## config.mk

```make
export PLATFORM = sky130hd
export DESIGN_NAME = sha256_mem_arbiter
export DESIGN_NICKNAME = d
export VERILOG_FILES = /design/src/rtl/sha256_mem_arbiter.sv
export SDC_FILE = /design/constraint.sdc
export NUM_CORES = 1
export LEC_CHECK = 0
export BUFFER_PORTS_ARGS = -buffer_cell sky130_fd_sc_hd__buf_4
export CAP_MARGIN = 20
export CORE_AREA = 10 10 119 121
export CTS_CLUSTER_SIZE = 25
export DETAILED_ROUTE_END_ITERATION = 12
export DIE_AREA = 0 0 129 131
export MAX_ROUTING_LAYER = met4
export SYNTH_ARGS = -nofsm -noshare
export SYNTH_HDL_FRONTEND = slang
export SYNTH_SLANG_ARGS = --single-unit
```

## constraint.sdc

```tcl
create_clock -name clk -period 2.2 [get_ports clk]
set_input_delay 0.11 -clock clk [delete_from_list [all_inputs] [get_ports clk]]
set_output_delay 0.11 -clock clk [all_outputs]
set_load 0.02 [all_outputs]
```

## src/rtl/sha256_mem_arbiter.sv

```systemverilog
// Round-robin arbiter sharing one synchronous-read memory port among NUM_REQ hashing cores.
// gnt is combinational in the OWN cycle; rd_valid follows 1 cycle later; waiting cores hold req until granted.
module sha256_mem_arbiter #(
  parameter int NUM_REQ   = 4,
  parameter int MAX_BURST = 16
) (
  input  logic                    clk,
  input  logic                    reset_n,
  input  logic [NUM_REQ-1:0]      req,
  input  logic [NUM_REQ-1:0]      req_we,
  input  logic [16*NUM_REQ-1:0]   req_addr,
  input  logic [32*NUM_REQ-1:0]   req_wdata,
  output logic [NUM_REQ-1:0]      gnt,
  output logic [NUM_REQ-1:0]      rd_valid,
  output logic [31:0]             rd_data,
  output logic                    busy,
  output logic                    mem_clk,
  output logic                    mem_we,
  output logic [15:0]             mem_addr,
  output logic [31:0]             mem_write_data,
  input  logic [31:0]             mem_read_data
);

  localparam int IW = (NUM_REQ > 1) ? $clog2(NUM_REQ) : 1;

  typedef enum logic {IDLE, OWN} state_e;

  state_e        state_q, state_d;
  logic [IW-1:0] owner_q, owner_d;
  logic [IW-1:0] rr_q, rr_d;
  logic [IW-1:0] rd_owner_q, rd_owner_d;
  logic [7:0]    cnt_q, cnt_d;
  logic          rd_pend_q, rd_pend_d;

  logic          access;
  logic          pick_vld;
  logic [IW-1:0] pick_idx;
  logic [IW-1:0] owner_nxt;
  logic [7:0]    cnt_inc;

  assign access    = (state_q == OWN) && req[owner_q];
  assign owner_nxt = (owner_q == IW'(NUM_REQ - 1)) ? '0 : owner_q + IW'(1);
  assign cnt_inc   = cnt_q + 8'd1;

  // Scan downward so the requester closest above rr is the last (winning) assignment.
  always_comb begin
    pick_vld = 1'b0;
    pick_idx = '0;
    for (int i = NUM_REQ - 1; i >= 0; i--) begin
      if (req[(int'(rr_q) + i) % NUM_REQ]) begin
        pick_vld = 1'b1;
        pick_idx = IW'((int'(rr_q) + i) % NUM_REQ);
      end
    end
  end

  always_comb begin
    state_d    = state_q;
    owner_d    = owner_q;
    rr_d       = rr_q;
    cnt_d      = cnt_q;
    rd_pend_d  = access && !req_we[owner_q];
    rd_owner_d = access ? owner_q : rd_owner_q;
    case (state_q)
      IDLE: begin
        if (pick_vld) begin
          state_d = OWN;
          owner_d = pick_idx;
          cnt_d   = '0;
        end
      end
      OWN: begin
        if (access) begin
          cnt_d = cnt_inc;
          if (cnt_inc == 8'(MAX_BURST)) begin
            state_d = IDLE;
            rr_d    = owner_nxt;
          end
        end else begin
          state_d = IDLE;
          rr_d    = owner_nxt;
        end
      end
    endcase
  end

  always_ff @(posedge clk or negedge reset_n) begin
    if (!reset_n) begin
      state_q    <= IDLE;
      owner_q    <= '0;
      rr_q       <= '0;
      cnt_q      <= '0;
      rd_pend_q  <= 1'b0;
      rd_owner_q <= '0;
    end else begin
      state_q    <= state_d;
      owner_q    <= owner_d;
      rr_q       <= rr_d;
      cnt_q      <= cnt_d;
      rd_pend_q  <= rd_pend_d;
      rd_owner_q <= rd_owner_d;
    end
  end

  // Port fields are forced to zero whenever no core holds the grant.
  always_comb begin
    gnt            = '0;
    mem_we         = 1'b0;
    mem_addr       = '0;
    mem_write_data = '0;
    if (access) begin
      gnt[owner_q]   = 1'b1;
      mem_we         = req_we[owner_q];
      mem_addr       = req_addr[16*owner_q +: 16];
      mem_write_data = req_wdata[32*owner_q +: 32];
    end
    rd_valid = '0;
    if (rd_pend_q) rd_valid[rd_owner_q] = 1'b1;
  end

  assign rd_data = mem_read_data;
  assign busy    = (state_q == OWN);
  assign mem_clk = clk;

endmodule

```

==> out/metrics.csv <==
stage,metric,value,unit
finish,fillers,1160,
logic_synthesis,synthSimpleGateAreaFrac,20.8,%
setup_path,worstSetupStartpointType,flip-flop,
drt,drc,0,
clock_tree,clk_latency,360,ps
sta,min_period_over_period,94.5,%
setup_path,slowest_stage,mux4_2,
logic_synthesis,synth.top_cell.area_share,40.0,%
sta,fin_worst_skew,5.25,ps
sta,fmaxAchievable,0.481,GHz
setup_path,arrival,1970,ps
logic_synthesis,synthAdderAreaFrac,2.22,%
setup_path,cp_top_family,multiplexers,
global_routing,grt_pass1_wl,19500,um
drt,viasPerCell,4.93,
setup_path,cp_cell_sequence,buf_12 -> mux4_2 -> and2_1 -> buf_4,
worst_hold_path,hold_class,in2reg,
finish,diodes,0,
drt,wl_per_cell,22.2,um
logic_synthesis,yosysMostFrequentCell,and2_1,
sta,slew_violations,0,
logic_synthesis,ys_seq_elements,16,
setup_path,cp_num_buf_inv,2,
logic_synthesis,synth_area_leader_cell,mux4_2,
drt,drt_iter0_drc,110,
run,maxCapViolCount,0,
logic_synthesis,synth_top_family_by_area,multiplexers,
drt,drt-total-wl,14000,um
logic_synthesis,syn_area_per_cell,10.9,sq um
die,start_util,23.8,%
logic_synthesis,synth_xor_area_share,0.311,%
logic_synthesis,synth_ff_type,dfrtp_1,
power_and_ir_drop,power_density,1100,mW/mm^2
logic_synthesis,synth_compound_area_share,6.49,%
sta,relSlewSlack,67.0,%
finish,nets,723,
global_routing,grt_max_degree,36,
run_status,status,finished clean,
finish,seqCellArea,405,sq um
global_routing,grt_overflow_total,0,
logic_synthesis,syn_area,0.00281,sq mm
power_and_ir_drop,vdd_ir_drop_max,0.490,mV
die,die_h,131,um
sta,fin_crit,2080,ps
die,fp.coreArea,0.0118,sq mm
logic_synthesis,yosysWarnings,0,
logic_synthesis,synthArstFlopShare,100,%
global_routing,grt_antenna_before_repair,0,
setup_path,crit_path_end_kind,primary output,
sta,rsz0062_at_grt,false,
logic_synthesis,netlist_top_cells_area,"mux4_2, dfrtp_1, and2_1",
setup_path,reg2reg_slack,360,ps
setup_path,crit_type,reg2out,
placement,place_hpwl,11800,um
logic_synthesis,syn_inst,258,
setup_path,worstPathMaxFanout,15,
die,io_pins,325,
logic_synthesis,synth.area.mux_share,42.9,%
die,die_x,129,um
logic_synthesis,synth.distinct_cells,42,
logic_synthesis,synth_commonest_cells,"and2_1, mux4_2, buf_4",
clock_tree,clk_pin_slew,50,ps
logic_synthesis,syn_nets,497,
setup_path,critPathMaxStageDelay,550,ps
power_and_ir_drop,p_leak,2.31,nW
placement,gp_congestion,0.881,
global_routing,grt_pass1_vias,3423,
logic_synthesis,synth_edf_count,0,
placement,numPortBuffers,260,
sta,tns,0,ps
sta,fin_ws,122,ps
die,design.die.area,0.0169,sq mm
drt,num_vias,3105,
die,row_count,40,
clock_tree,tritoncts,done,
drt,ant_nets,0,
logic_synthesis,synth-seq-area-share,14.2,%
drt,drt-pass1-iter-count,4,
sta,tightest_slew,494,ps
placement,pre_cts_slack,325,ps
finish,multi_input_area,0.00206,sq mm
sta,setup_violations,0,
sta,hold_viol_final,0,
finish,area_delta_synth_final,73.8,%
setup_path,crit_required,2090,ps
global_routing,grt_use_total,15.3,%
finish,drive_above_1_share,69.4,%
[state kept, by name, indices dropped and copies added (netlist names)]
| name | count |
|---|---|
| busy | 1 |
| owner_q | 2 |
| rr_q | 2 |
| rd_owner_q | 2 |
| rd_pend_q | 1 |
| cnt_q | 8 |
[repair_timing]
action | CTS | global route
gates resized for setup | 3 | 3
pin swaps | 1 | 1
cloned | 1 | 0
endpoints found under the hold margin | 16 | 0
setup endpoints to repair | 22 | 20
hold buffers | 1 | 0
buffers inserted | 0 | 2
[power by group]
| part | leakage [nW] | total, mW | internal [mW] | switching (mW) |
|---|---|---|---|---|
| clock network | 0.0799 | 0.684 | 0.500 | 0.184 |
| registers | 0.206 | 0.545 | 0.396 | 0.149 |
| logic | 2.02 | 4.16 | 2.16 | 2.00 |
[final cells by class]
type / count / area share, %
inverters: 4 / 0.307
multi-input cells: 186 / 42.1
well taps: 147 / 3.76
repair buffers: 269 / 42.3
flip-flops and latches: 16 / 8.29
clock buffers: 8 / 3.30
[cell usage in the layout (no fill, tap or decap), types with 3 or more instances in the layout]
| master | synthesis | final |
|---|---|---|
| and2_1 | 55 | 55 |
| ha_1 | 5 | 5 |
| nor2_1 | 4 | 4 |
| o211ai_1 | 3 | 3 |
| or3_1 | 3 | 3 |
| buf_4 | 33 | 265 |
| nand3_1 | 8 | 8 |
| clkbuf_16 | 0 | 6 |
| buf_12 | 0 | 3 |
| nand2_1 | 12 | 12 |
| mux2i_1 | 5 | 5 |
| mux4_2 | 50 | 50 |
| inv_1 | 4 | 4 |
| nor2b_1 | 4 | 3 |
| dfrtp_1 | 16 | 14 |
| o21ai_0 | 5 | 5 |
[worst reg2reg max path: stages, from the launching register on]
cell	delay, ps
dfrtp_2	400
buf_4	440
mux4_2	430
or2_1	260
o211ai_1	100
o21ai_1	100
[logic make-up after synthesis]
| kind of cell | after synthesis |
|---|---|
| buffers and inverters | 57 |
| AND/OR/NAND/NOR | 100 |
| multiplexers | 57 |
| XOR/XNOR | 1 |
| flip-flops | 16 |
| AO/OA/AOI/OAI | 22 |
| adder cells (fa/ha/maj) | 5 |
[layer usage]
metal / global-route usage, % / vias up / share of wire (%)
met5: - / - / 0
met3: 3.99 / 31 / 8.3
met4: 4.88 / 0 / 2.0
met1: 17.8 / 1480 / 39
met2: 25.3 / 196 / 50
li1: - / 1398 / -
[path summary, 6_finish.rpt]
check / to / from / cells past startpoint
min in group asynchronous: rr_q[1] / reset_n / 2
max in group asynchronous: owner_q[0] / reset_n / 2
min reg2reg: cnt_q[6] / cnt_q[6] / 1
max reg2reg: rr_q[1] / owner_q[1] / 5
max: mem_we / owner_q[0] / 4
min: owner_q[0] / req[0] / 3
[through the flow]
| stage | util, % | hold WS, ps | cells | cell area, sq um | power, mW |
|---|---|---|---|---|---|
| after CTS | 41.2 | 80.7 | 628 | 4860 | 5.44 |
| after global routing | 41.4 | 107 | 630 | 4890 | 5.78 |
| after floorplan | - | -186 | 258 | 2810 | 3.29 |
| final | 41.4 | 81.8 | 630 | 4890 | 5.38 |
| after detailed placement | 39.6 | -15.1 | 619 | 4680 | 4.71 |
| after global placement | 39.6 | -18.4 | 619 | 4680 | 4.66 |
Note: power is estimated with default switching activity, not from simulation.
